[src/rtl/key_search_if.sv]
// Bundles the RC4 key-search controller's handshake, status and S-memory
// port signals. master = controller side, slave = engines/host side.
interface key_search_if;
    logic        start;
    logic        abort;
    logic [23:0] key;
    logic        busy;
    logic        found;
    logic        exhausted;
    logic        error;
    logic        sub_clear;
    logic        init_start;
    logic        ksa_start;
    logic        dec_start;
    logic        init_done;
    logic        ksa_done;
    logic        dec_done;
    logic        dec_valid;
    logic [7:0]  init_addr;
    logic [7:0]  ksa_addr;
    logic [7:0]  dec_addr;
    logic [7:0]  init_data;
    logic [7:0]  ksa_data;
    logic [7:0]  dec_data;
    logic        init_wen;
    logic        ksa_wen;
    logic        dec_wen;
    logic [7:0]  s_addr;
    logic [7:0]  s_data;
    logic        s_wen;
    logic [1:0]  grant;

    modport master (
        input  start, abort,
        input  init_done, ksa_done, dec_done, dec_valid,
        input  init_addr, ksa_addr, dec_addr,
        input  init_data, ksa_data, dec_data,
        input  init_wen, ksa_wen, dec_wen,
        output key, busy, found, exhausted, error,
        output sub_clear, init_start, ksa_start, dec_start,
        output s_addr, s_data, s_wen, grant
    );

    modport slave (
        output start, abort,
        output init_done, ksa_done, dec_done, dec_valid,
        output init_addr, ksa_addr, dec_addr,
        output init_data, ksa_data, dec_data,
        output init_wen, ksa_wen, dec_wen,
        input  key, busy, found, exhausted, error,
        input  sub_clear, init_start, ksa_start, dec_start,
        input  s_addr, s_data, s_wen, grant
    );
endinterface

[src/rtl/key_search_ctrl.sv]
// RC4 brute-force key-search scheduler: sequences init/KSA/decrypt engines per
// candidate key, arbitrates the shared S-memory port, and stops on success,
// exhaustion, phase timeout or abort.
module key_search_ctrl #(
    parameter logic [23:0] KEY_MIN     = 24'h000000,
    parameter logic [23:0] KEY_MAX     = 24'h3FFFFF,
    parameter int unsigned TIMEOUT_CYC = 65535
) (
    input  logic         clk,
    input  logic         reset,
    key_search_if.master bus
);

    typedef enum logic [3:0] {
        IDLE,
        CLEAR,
        INIT_RUN,
        KSA_RUN,
        DEC_RUN,
        CHECK,
        NEXT_KEY,
        FOUND,
        EXHAUSTED,
        ERROR
    } state_t;

    localparam logic [15:0] TIMEOUT_LAST = 16'(TIMEOUT_CYC - 1);

    state_t      state;
    state_t      state_next;
    logic [23:0] key_r;
    logic        ok_r;
    logic [15:0] phase_cnt;
    logic        busy_r;
    logic        found_r;
    logic        exhausted_r;
    logic        error_r;
    logic        sub_clear_r;
    logic        init_start_r;
    logic        ksa_start_r;
    logic        dec_start_r;
    logic [1:0]  grant_r;

    logic        is_run;
    logic        timed_out;
    logic        can_start;

    function automatic logic [1:0] grant_of(input state_t s);
        case (s)
            INIT_RUN: grant_of = 2'd1;
            KSA_RUN:  grant_of = 2'd2;
            DEC_RUN:  grant_of = 2'd3;
            default:  grant_of = 2'd0;
        endcase
    endfunction

    assign is_run    = (state == INIT_RUN) || (state == KSA_RUN) || (state == DEC_RUN);
    assign timed_out = is_run && (phase_cnt == TIMEOUT_LAST);
    assign can_start = (state == IDLE) || (state == FOUND) ||
                       (state == EXHAUSTED) || (state == ERROR);

    // A done on the same cycle as the timeout still counts as completion.
    always_comb begin
        state_next = state;
        case (state)
            IDLE, FOUND, EXHAUSTED, ERROR: begin
                if (bus.start) state_next = CLEAR;
            end
            CLEAR: state_next = INIT_RUN;
            INIT_RUN: begin
                if (bus.init_done)  state_next = KSA_RUN;
                else if (timed_out) state_next = ERROR;
            end
            KSA_RUN: begin
                if (bus.ksa_done)   state_next = DEC_RUN;
                else if (timed_out) state_next = ERROR;
            end
            DEC_RUN: begin
                if (bus.dec_done)   state_next = CHECK;
                else if (timed_out) state_next = ERROR;
            end
            CHECK: begin
                if (ok_r)                state_next = FOUND;
                else if (key_r == KEY_MAX) state_next = EXHAUSTED;
                else                     state_next = NEXT_KEY;
            end
            NEXT_KEY: state_next = CLEAR;
            default:  state_next = IDLE;
        endcase
        if (bus.abort) state_next = IDLE;
    end

    always_ff @(posedge clk or posedge reset) begin
        if (reset) begin
            state     <= IDLE;
            key_r     <= KEY_MIN;
            ok_r      <= 1'b0;
            phase_cnt <= 16'd0;
        end else begin
            state <= state_next;

            if (can_start && state_next == CLEAR)
                key_r <= KEY_MIN;
            else if (state == NEXT_KEY && state_next == CLEAR)
                key_r <= key_r + 24'd1;

            if (state == CLEAR)
                ok_r <= 1'b0;
            else if (state == DEC_RUN && bus.dec_done)
                ok_r <= bus.dec_valid;

            if (state_next != state)
                phase_cnt <= 16'd0;
            else if (is_run)
                phase_cnt <= phase_cnt + 16'd1;
        end
    end

    // Outputs are registered from the next state so they line up with state.
    always_ff @(posedge clk or posedge reset) begin
        if (reset) begin
            busy_r       <= 1'b0;
            found_r      <= 1'b0;
            exhausted_r  <= 1'b0;
            error_r      <= 1'b0;
            sub_clear_r  <= 1'b0;
            init_start_r <= 1'b0;
            ksa_start_r  <= 1'b0;
            dec_start_r  <= 1'b0;
            grant_r      <= 2'd0;
        end else begin
            busy_r       <= (state_next == CLEAR)   || (state_next == INIT_RUN) ||
                            (state_next == KSA_RUN) || (state_next == DEC_RUN)  ||
                            (state_next == CHECK)   || (state_next == NEXT_KEY);
            found_r      <= (state_next == FOUND);
            exhausted_r  <= (state_next == EXHAUSTED);
            error_r      <= (state_next == ERROR);
            sub_clear_r  <= (state_next == CLEAR) || bus.abort;
            init_start_r <= (state_next == INIT_RUN) && (state != INIT_RUN);
            ksa_start_r  <= (state_next == KSA_RUN)  && (state != KSA_RUN);
            dec_start_r  <= (state_next == DEC_RUN)  && (state != DEC_RUN);
            grant_r      <= grant_of(state_next);
        end
    end

    // Shared S-memory port: only the granted requester reaches the memory.
    always_comb begin
        bus.s_addr = 8'h00;
        bus.s_data = 8'h00;
        bus.s_wen  = 1'b0;
        case (grant_r)
            2'd1: begin
                bus.s_addr = bus.init_addr;
                bus.s_data = bus.init_data;
                bus.s_wen  = bus.init_wen;
            end
            2'd2: begin
                bus.s_addr = bus.ksa_addr;
                bus.s_data = bus.ksa_data;
                bus.s_wen  = bus.ksa_wen;
            end
            2'd3: begin
                bus.s_addr = bus.dec_addr;
                bus.s_data = bus.dec_data;
                bus.s_wen  = bus.dec_wen;
            end
            default: ;
        endcase
    end

    assign bus.key        = key_r;
    assign bus.busy       = busy_r;
    assign bus.found      = found_r;
    assign bus.exhausted  = exhausted_r;
    assign bus.error      = error_r;
    assign bus.sub_clear  = sub_clear_r;
    assign bus.init_start = init_start_r;
    assign bus.ksa_start  = ksa_start_r;
    assign bus.dec_start  = dec_start_r;
    assign bus.grant      = grant_r;

endmodule

[src/flat_wrapper.sv]
// flat-port wrapper written by rule: the top's interface ports become plain ports
module key_search_ctrl_flat 
#(
    parameter logic [23:0] KEY_MIN     = 24'h000000,
    parameter logic [23:0] KEY_MAX     = 24'h3FFFFF,
    parameter int unsigned TIMEOUT_CYC = 65535
)
  (clk, reset, bus_start, bus_abort, bus_init_done, bus_ksa_done, bus_dec_done, bus_dec_valid, bus_init_addr, bus_ksa_addr, bus_dec_addr, bus_init_data, bus_ksa_data, bus_dec_data, bus_init_wen, bus_ksa_wen, bus_dec_wen, bus_key, bus_busy, bus_found, bus_exhausted, bus_error, bus_sub_clear, bus_init_start, bus_ksa_start, bus_dec_start, bus_s_addr, bus_s_data, bus_s_wen, bus_grant);
  key_search_if bus_i ();
  input  logic clk;
  input  logic reset;
  input wire logic [$bits(bus_i.start)-1:0] bus_start;
  input wire logic [$bits(bus_i.abort)-1:0] bus_abort;
  input wire logic [$bits(bus_i.init_done)-1:0] bus_init_done;
  input wire logic [$bits(bus_i.ksa_done)-1:0] bus_ksa_done;
  input wire logic [$bits(bus_i.dec_done)-1:0] bus_dec_done;
  input wire logic [$bits(bus_i.dec_valid)-1:0] bus_dec_valid;
  input wire logic [$bits(bus_i.init_addr)-1:0] bus_init_addr;
  input wire logic [$bits(bus_i.ksa_addr)-1:0] bus_ksa_addr;
  input wire logic [$bits(bus_i.dec_addr)-1:0] bus_dec_addr;
  input wire logic [$bits(bus_i.init_data)-1:0] bus_init_data;
  input wire logic [$bits(bus_i.ksa_data)-1:0] bus_ksa_data;
  input wire logic [$bits(bus_i.dec_data)-1:0] bus_dec_data;
  input wire logic [$bits(bus_i.init_wen)-1:0] bus_init_wen;
  input wire logic [$bits(bus_i.ksa_wen)-1:0] bus_ksa_wen;
  input wire logic [$bits(bus_i.dec_wen)-1:0] bus_dec_wen;
  output wire logic [$bits(bus_i.key)-1:0] bus_key;
  output wire logic [$bits(bus_i.busy)-1:0] bus_busy;
  output wire logic [$bits(bus_i.found)-1:0] bus_found;
  output wire logic [$bits(bus_i.exhausted)-1:0] bus_exhausted;
  output wire logic [$bits(bus_i.error)-1:0] bus_error;
  output wire logic [$bits(bus_i.sub_clear)-1:0] bus_sub_clear;
  output wire logic [$bits(bus_i.init_start)-1:0] bus_init_start;
  output wire logic [$bits(bus_i.ksa_start)-1:0] bus_ksa_start;
  output wire logic [$bits(bus_i.dec_start)-1:0] bus_dec_start;
  output wire logic [$bits(bus_i.s_addr)-1:0] bus_s_addr;
  output wire logic [$bits(bus_i.s_data)-1:0] bus_s_data;
  output wire logic [$bits(bus_i.s_wen)-1:0] bus_s_wen;
  output wire logic [$bits(bus_i.grant)-1:0] bus_grant;
  assign bus_i.start = bus_start;
  assign bus_i.abort = bus_abort;
  assign bus_i.init_done = bus_init_done;
  assign bus_i.ksa_done = bus_ksa_done;
  assign bus_i.dec_done = bus_dec_done;
  assign bus_i.dec_valid = bus_dec_valid;
  assign bus_i.init_addr = bus_init_addr;
  assign bus_i.ksa_addr = bus_ksa_addr;
  assign bus_i.dec_addr = bus_dec_addr;
  assign bus_i.init_data = bus_init_data;
  assign bus_i.ksa_data = bus_ksa_data;
  assign bus_i.dec_data = bus_dec_data;
  assign bus_i.init_wen = bus_init_wen;
  assign bus_i.ksa_wen = bus_ksa_wen;
  assign bus_i.dec_wen = bus_dec_wen;
  assign bus_key = bus_i.key;
  assign bus_busy = bus_i.busy;
  assign bus_found = bus_i.found;
  assign bus_exhausted = bus_i.exhausted;
  assign bus_error = bus_i.error;
  assign bus_sub_clear = bus_i.sub_clear;
  assign bus_init_start = bus_i.init_start;
  assign bus_ksa_start = bus_i.ksa_start;
  assign bus_dec_start = bus_i.dec_start;
  assign bus_s_addr = bus_i.s_addr;
  assign bus_s_data = bus_i.s_data;
  assign bus_s_wen = bus_i.s_wen;
  assign bus_grant = bus_i.grant;
  key_search_ctrl #(.KEY_MIN(KEY_MIN), .KEY_MAX(KEY_MAX), .TIMEOUT_CYC(TIMEOUT_CYC)) u_core (.clk(clk), .reset(reset), .bus(bus_i));
endmodule
[config.mk]
export PLATFORM = sky130hd
export DESIGN_NAME = key_search_ctrl_flat
export DESIGN_NICKNAME = d
export VERILOG_FILES = /design/src/rtl/key_search_if.sv /design/src/rtl/key_search_ctrl.sv /design/src/flat_wrapper.sv
export SDC_FILE = /design/constraint.sdc
export NUM_CORES = 1
export LEC_CHECK = 0
export ABC_AREA = 0
export CAP_MARGIN = 20
export CORE_ASPECT_RATIO = 2
export CORE_MARGIN = 2
export CORE_UTILIZATION = 45
export CTS_CLUSTER_DIAMETER = 80
export DETAILED_ROUTE_END_ITERATION = 10
export DONT_BUFFER_PORTS = 1
export GPL_TIMING_DRIVEN = 0
export PLACE_DENSITY_LB_ADDON = 0.05
export SYNTH_ARGS = -nofsm -noshare
export SYNTH_HDL_FRONTEND = slang
export SYNTH_SLANG_ARGS = --single-unit
[constraint.sdc]
create_clock -name clk -period 2.6 [get_ports clk]
set_input_delay 0.52 -clock clk [delete_from_list [all_inputs] [get_ports clk]]
set_output_delay 0.52 -clock clk [all_outputs]
set_load 0.05 [all_outputs]
==> results of run 1 <==
[layout by cell type (no fill, tap or decap), types with 8 or more instances in the layout]
cell type   n
a22o_4     10
a31oi_1     8
nor2_1     29
o41ai_2    15
o31ai_4    14
dfrtp_2    24
dfrtp_1    30
xor2_1     12
nor2b_1     8
nor3_1      8
nand3_1    19
nand4_1    15
mux2_2     17
clkbuf_16   9
buf_4      23
nand2_1    24
nor2_2      9
[cell type report]
type	count	area (sq um)
sequential	55	1410
timing repair buffer	32	319.1
clock buffer	6	138.9
multi-input combinational	310	2778
fill	632	2820
clock inverter	2	35.03
tap	96	120.1
inverter	7	26.28
buffer	24	237.7
[state kept, by name, indices dropped and copies added, names as in the netlist]
register and count:
u_core.bus.error 1, u_core.bus.ksa_start 1, u_core.bus.exhausted 1, u_core.bus.busy 1
u_core.state 4, u_core.bus.init_start 1, u_core.bus.grant 2, u_core.bus.sub_clear 1
u_core.bus.found 1, u_core.ok_r 1, u_core.bus.dec_start 1, u_core.phase_cnt 16
u_core.bus.key 24
[logic make-up after synthesis]
family                   share of synthesized area [%]
multiplexers                                     5.577
AO/OA/AOI/OAI                                    23.80
adder cells (fa/ha/maj)                          1.039
flip-flops                                       38.10
XOR/XNOR                                         3.879
buffers and inverters                            4.260
AND/OR/NAND/NOR                                  23.35
[worst paths after layout]
kind,slack (ps),cells after the start,startpoint,endpoint
setup / recovery,-270,9,u_core.bus.key[23]$_DFFE_PP0P_,u_core.bus.key[17]$_DFFE_PP0P_
hold / removal,170,1,reset,u_core.bus.key[22]$_DFFE_PP0P_
setup reg to reg,-270,9,u_core.bus.key[23]$_DFFE_PP0P_,u_core.bus.key[17]$_DFFE_PP0P_
hold reg to reg,570,2,u_core.ok_r$_DFFE_PP0P_,u_core.ok_r$_DFFE_PP0P_
max in group asynchronous,1830,2,reset,u_core.state[0]$_DFF_PP0_
min in group clk,340,1,bus_abort,u_core.bus.sub_clear$_DFF_PP0_
[layer usage]
metal,global-route usage [%],share of wire (%)
met1,25.88,31
met2,54.69,58
met3,4.538,4.5
met5,0,0
met4,18.97,5.9
[critical path, delay by kind of cell, from the launching register on]
| family | cells | cell delay, ps |
|---|---|---|
| simple gates | 5 | 1390 |
| flops | 1 | 540 |
| compound gates | 2 | 480 |
| buf+inv | 2 | 350 |
[report_power, final]
| part | total, uW | switching, uW | internal [uW] | leakage [uW] |
|---|---|---|---|---|
| logic | 2250 | 1360 | 882 | 0.00114 |
| clock network | 791 | 312 | 480 | 0.0000868 |
| registers | 1340 | 386 | 950 | 0.000714 |
| total | 4370 | 2060 | 2310 | 0.00194 |
[timing repair]
item / in CTS / in global routing
gates resized for setup: 133 / 60
setup endpoints to repair: 64 / 59
pin swaps: 38 / 9
setup buffers: 24 / 3
gates cloned: 4 / 0
[through the flow]
stage	cell area, sq um	util, %
final	5065	64.23
after global routing	5065	64.23
after CTS	4787	60.71
after detailed placement	3795	48.13
after global placement	3775	47.87
after floorplan	3655	-
==> summary.txt, run 1 <==
STA
  – Slew Limit Fails: 0
  – Clock Skews: 5.563 ps
  – RSZ-0062 raised after global routing: yes
  – Fin. Hold Viols: 0
  – Worst-Margin Slew: between 900 and 1000 ps
  – Setup violations, final: between 40 and 50
  – Minimum clock period: between 2000 and 3000 ps
  – Rel. slew slack: 39.98%
  – Final setup TNS: -8644 ps
  – Crit share post-route: 110.2%
  – Setup WS post-layout: -265.6 ps
  – FMAX: between 300 and 400 MHz
  – Hold WS: 174.9 ps

Hold path
  – Worst min path class: input pin to async pin

Clock tree
  – CTS tree: done
  – CTS clk-pin slew, worst paths: ~70 ps
  – Clk buf depth: 2
  – Root buffer cell: clkbuf_16
  – Cts hold-fix bufs: 0
  – H-tree levels: 2
  – TritonCTS Buffers: 5
  – Clock Latency Late Sink: about 300 ps
  – CTS sink count: 55

Synth
  – Mean Syn Cell Area: 9.076 sq um
  – Most common cell in the netlist: dfrtp_1
  – Largest cells by area after synthesis: dfrtp_1 (38%), mux2_2 (5.3%), nor2_1 (4.6%), a22o_1 (4.1%), o31ai_1 (3.9%)
  – Cells after Synth: roughly 400
  – Yosys top cell area share: 38.10%
  – Dominant cell type by area after synthesis: dfrtp_1
  – Most instantiated cells after synthesis: dfrtp_1 (55), nor2_1 (44), nand2_1 (26), nand3_1 (19), o31ai_1 (19)
  – Async SR Flop Fraction: 100.0%
  – Post-synth EDFFs: 0
  – Netlist cell types: 61
  – Warnings, synthesis: 0
  – Top_reg_cell synth: dfrtp_1
  – Mapped Nets: 460
  – Sequential-to-total area share from yosys stat: 38.10%
  – Mapped cell area: approximately 3600 sq um
  – Yosys reg bits: 55

Cells and area
  – Area delta synth->final: 40.21%
  – Diode count: 0
  – Post-Layout Cell Count: 532
  – Layout cell share with drive strength beyond 1: a little under half
  – Layout Nets: 497

Worst setup path
  – Kind of critical path: flip-flop to flip-flop
  – Critical Path RT: roughly 2800 ps
  – Arrival time worst endpoint: 3060 ps
  – Worst path slowest cell: or4bb_4
  – Worst Setup Start Kind: flip-flop
  – Worst path max stage delay: ~600 ps
  – Crit-path max FO: 10
  – Critical-path cell list: or4bb_4 > nor4_4 > a311oi_4 > nor3_2 > nand3b_1 > buf_4 > nand2b_4 > buf_12 > o41ai_4
  – CP endpoint kind: flip-flop

Global route
  – Global-route wire length before repair: around 19,000 microns
  – Initial antenna violation count: 0
  – Number of global-route vias before repair: ~3,700
  – Largest net degree at the start of global routing: 30
  – GRT overflow: 0
  – Global Route Usage Sum: roughly 28%

Power and ir drop
  – Final Power: between 4000 and 5000 uW
  – P per Cell Area: roughly 860 nW/um^2
  – Peak supply drop: about 0.00067 V
  – Leak: roughly 0.002 uW

Placement
  – Gpl congestion: about 0.9
  – Pre-CTS setup slack: -757.7 ps
  – Detailed placement HPWL: 8114 microns
  – I/O Buffers: 0
  – Placed cells: between 400 and 500

Die
  – Die height: between 100 and 150 microns
  – Die area: about 9000 sq um
  – Chip width: 67.35 microns
  – I/O pins: 110
  – Starting Density: ~46%
  – Row count: 46
  – Core ar.: just under 8000 sq um

Status
  – Run status: complete, but fails checks
  – Failing checks: setup timing

Routing
  – DR vias: approximately 3,500
  – Remaining antenna violation count after routing: 0
  – Final Routed Wirelength: between 10,000 and 15,000 microns
  – First-iteration detailed-routing DRC count: 164
  – WL/cell: ~23 microns
  – Via density per instance: between 6 and 7
  – Residual DRC: 0
  – First drt pass iteration count: 5

Flow run
  – Maxcap violations: 0
Power figures use the tool's default switching activity.
==> run 2, diff against run 1 <==
Settings changed: SETUP_SLACK_MARGIN set to 0.2.
==> run 2 against run 1 <==
The flow still finishes with violations (setup timing). Power up 1.4%. Non-clock buffer count up 4. Highest routed layer unchanged. Cell count up 0.75%. Fmax down 1.9%. Utilization up 1.7 points. Die area unchanged. Clock power down 13%. Design area up 2.6%. Clock-buffer cell count down 1. Combinational power up 7%. Wire length up 4.2%.
==> summary.txt, run 2 (synthesis gave the netlist of run 1 again) <==
Worst setup path
  – Worst Setup Start Kind: flip-flop
  – Crit-path max FO: 5
  – Origin of the critical flop-to-flop path: u_core.bus.key[18]$_DFFE_PP0P_
  – Kind of critical path: flip-flop to flip-flop
  – CP endpoint kind: flip-flop
  – CP Launch Point: u_core.bus.key[18]$_DFFE_PP0P_
  – Critical Path RT: between 2000 and 3000 ps
  – R2r setup slk: -320 ps
  – Worst reg-to-reg path cell count: 9
  – Arrival time worst endpoint: approximately 3000 ps

Cells and area
  – Most common cell after layout, fill and taps aside: dfrtp_1
  – Layout cell share with drive strength beyond 1: between 40% and 50%
  – Area of the multi-input gates: between 2000 and 3000 sq um
  – Most frequent cells in the layout: dfrtp_1 (39), nor2_1 (38), nand2_1 (24), buf_4 (24)
  – Fillers: between 600 and 700
  – Area delta synth->final: 43.82%
  – Seq. cell area: between 1000 and 1500 sq um
  – Layout Nets: around 500
  – Diode count: 0
  – Flip-flop count of the largest register after layout: 24
  – Final core occ: between 60% and 70%

Routing
  – DR vias: around 3,500
  – Residual DRC: 0
  – Via density per instance: between 6 and 7
  – Remaining antenna violation count after routing: 0
  – Final Routed Wirelength: 12,490 microns
  – First drt pass iteration count: 4
  – First-iteration detailed-routing DRC count: around 160
  – WL/cell: between 20 and 25 microns

Die
  – Starting Density: 45.81%
  – I/O pins: 110
  – Chip width: between 60 and 70 microns
  – Row count: between 40 and 50
  – Core ar.: around 7900 sq um
  – Die area: between 8000 and 9000 sq um
  – Die height: around 130 microns

Global route
  – Largest net degree at the start of global routing: 30
  – Number of global-route vias before repair: ~3,700
  – Global-route wire length before repair: 18,500 microns
  – GRT overflow: 0
  – Global Route Usage Sum: between 20% and 30%
  – Initial antenna violation count: 0

Clock tree
  – CTS sink count: 55
  – H-tree levels: 2
  – TritonCTS Buffers: 5
  – Root buffer cell: clkbuf_16
  – Clock Latency Late Sink: approximately 300 ps
  – CTS clk-pin slew, worst paths: roughly 70 ps
  – Clk buf depth: 2
  – CTS tree: done

STA
  – Fin. Hold Viols: 0
  – Minimum clock period: slightly below 3000 ps
  – Final setup TNS: -11,520 ps
  – Slew Limit Fails: 0
  – Crit share post-route: 112.3%
  – RSZ-0062 raised after global routing: yes
  – Hold WS: 183.7 ps
  – Clock Skews: approximately 5.5 ps
  – Worst-Margin Slew: approximately 1100 ps
  – Rel. slew slack: between 20 and 30%
  – FMAX: around 340 MHz
  – Setup WS post-layout: -320.1 ps
  – Setup violations, final: 47

Power and ir drop
  – Peak supply drop: approximately 0.00078 V
  – Leak: between 0.002 and 0.0025 uW
  – P per Cell Area: about 850 nW/um^2

Status
  – Failing checks: setup timing
  – Run status: complete, but fails checks

Placement
  – Gpl congestion: just over 0.9
  – Detailed placement HPWL: around 8300 microns
  – I/O Buffers: 0
  – Pre-CTS setup slack: -636.5 ps

Flow run
  – Maxcap violations: 0

Hold path
  – Worst min path class: input pin to async pin
-- run 2: cell types whose count changed in the layout (fill, tap and decap cells not counted), sizes merged --
cell and delta:
buf +7, clkinv +1, bufinv -1, clkinvlp +1
clkbuf -4
-- run 2: layer usage --
| metal | share of wire [%] | GRT usage, % |
|---|---|---|
| met1 | 31 | 26.08 |
| met2 | 59 | 55.39 |
| met3 | 4.8 | 4.966 |
| met4 | 5.5 | 16.45 |
| met5 | 0 | 0 |
-- run 2: power breakdown --
| group | total (uW) | switching (uW) | internal, uW |
|---|---|---|---|
| combinational | 2400 | 1440 | 954 |
| sequential | 1350 | 398 | 950 |
| clock | 690 | 329 | 361 |
| total | 4430 | 2170 | 2260 |
-- run 2: cell type report --
| type | count | share of cell area (%) |
|---|---|---|
| timing repair buffer | 34 | 6.455 |
| multi-input combinational | 310 | 55.47 |
| clock buffer | 5 | 2.408 |
| inverter | 7 | 0.5058 |
| buffer | 26 | 5.395 |
| clock inverter | 3 | 0.4817 |
| tap | 96 | 2.312 |
| sequential | 55 | 26.97 |
-- run 2: repair_timing --
item	CTS	global route
setup endpoints to repair	65	68
gates resized for setup	139	50
buffers inserted	23	6
pin swaps	37	11
gates cloned	4	0
hold buffers	0	0
-- run 2: critical path, cell delays in order, from the launching register on --
cell       delay, ps
dfrtp_1          760
nand4_1          300
nor4_4           390
a311oi_4         210
a211oi_4         320
buf_6            170
nand2_8           70
clkbuf_16        200
o31ai_4          220
o41ai_4          120
-- run 2: final timing paths --
kind                                                         to
max in group asynchronous         u_core.bus.grant[1]$_DFF_PP0_
worst max-delay path             u_core.bus.key[17]$_DFFE_PP0P_
worst min register to register  u_core.phase_cnt[5]$_DFFE_PP0P_
worst max register to register   u_core.bus.key[17]$_DFFE_PP0P_
min in group clk                 u_core.bus.sub_clear$_DFF_PP0_
worst min-delay path             u_core.bus.key[22]$_DFFE_PP0P_
-- run 2: through the flow --
stage / std cells / area [sq um] / power, uW
floorplan: 398 / 3686 / 2379
global placement: 494 / 3806 / 2671
CTS: 530 / 4908 / 4194
global route: 536 / 5195 / 4600
finish: 536 / 5195 / 4435
detailed placement: 495 / 3826 / 2688
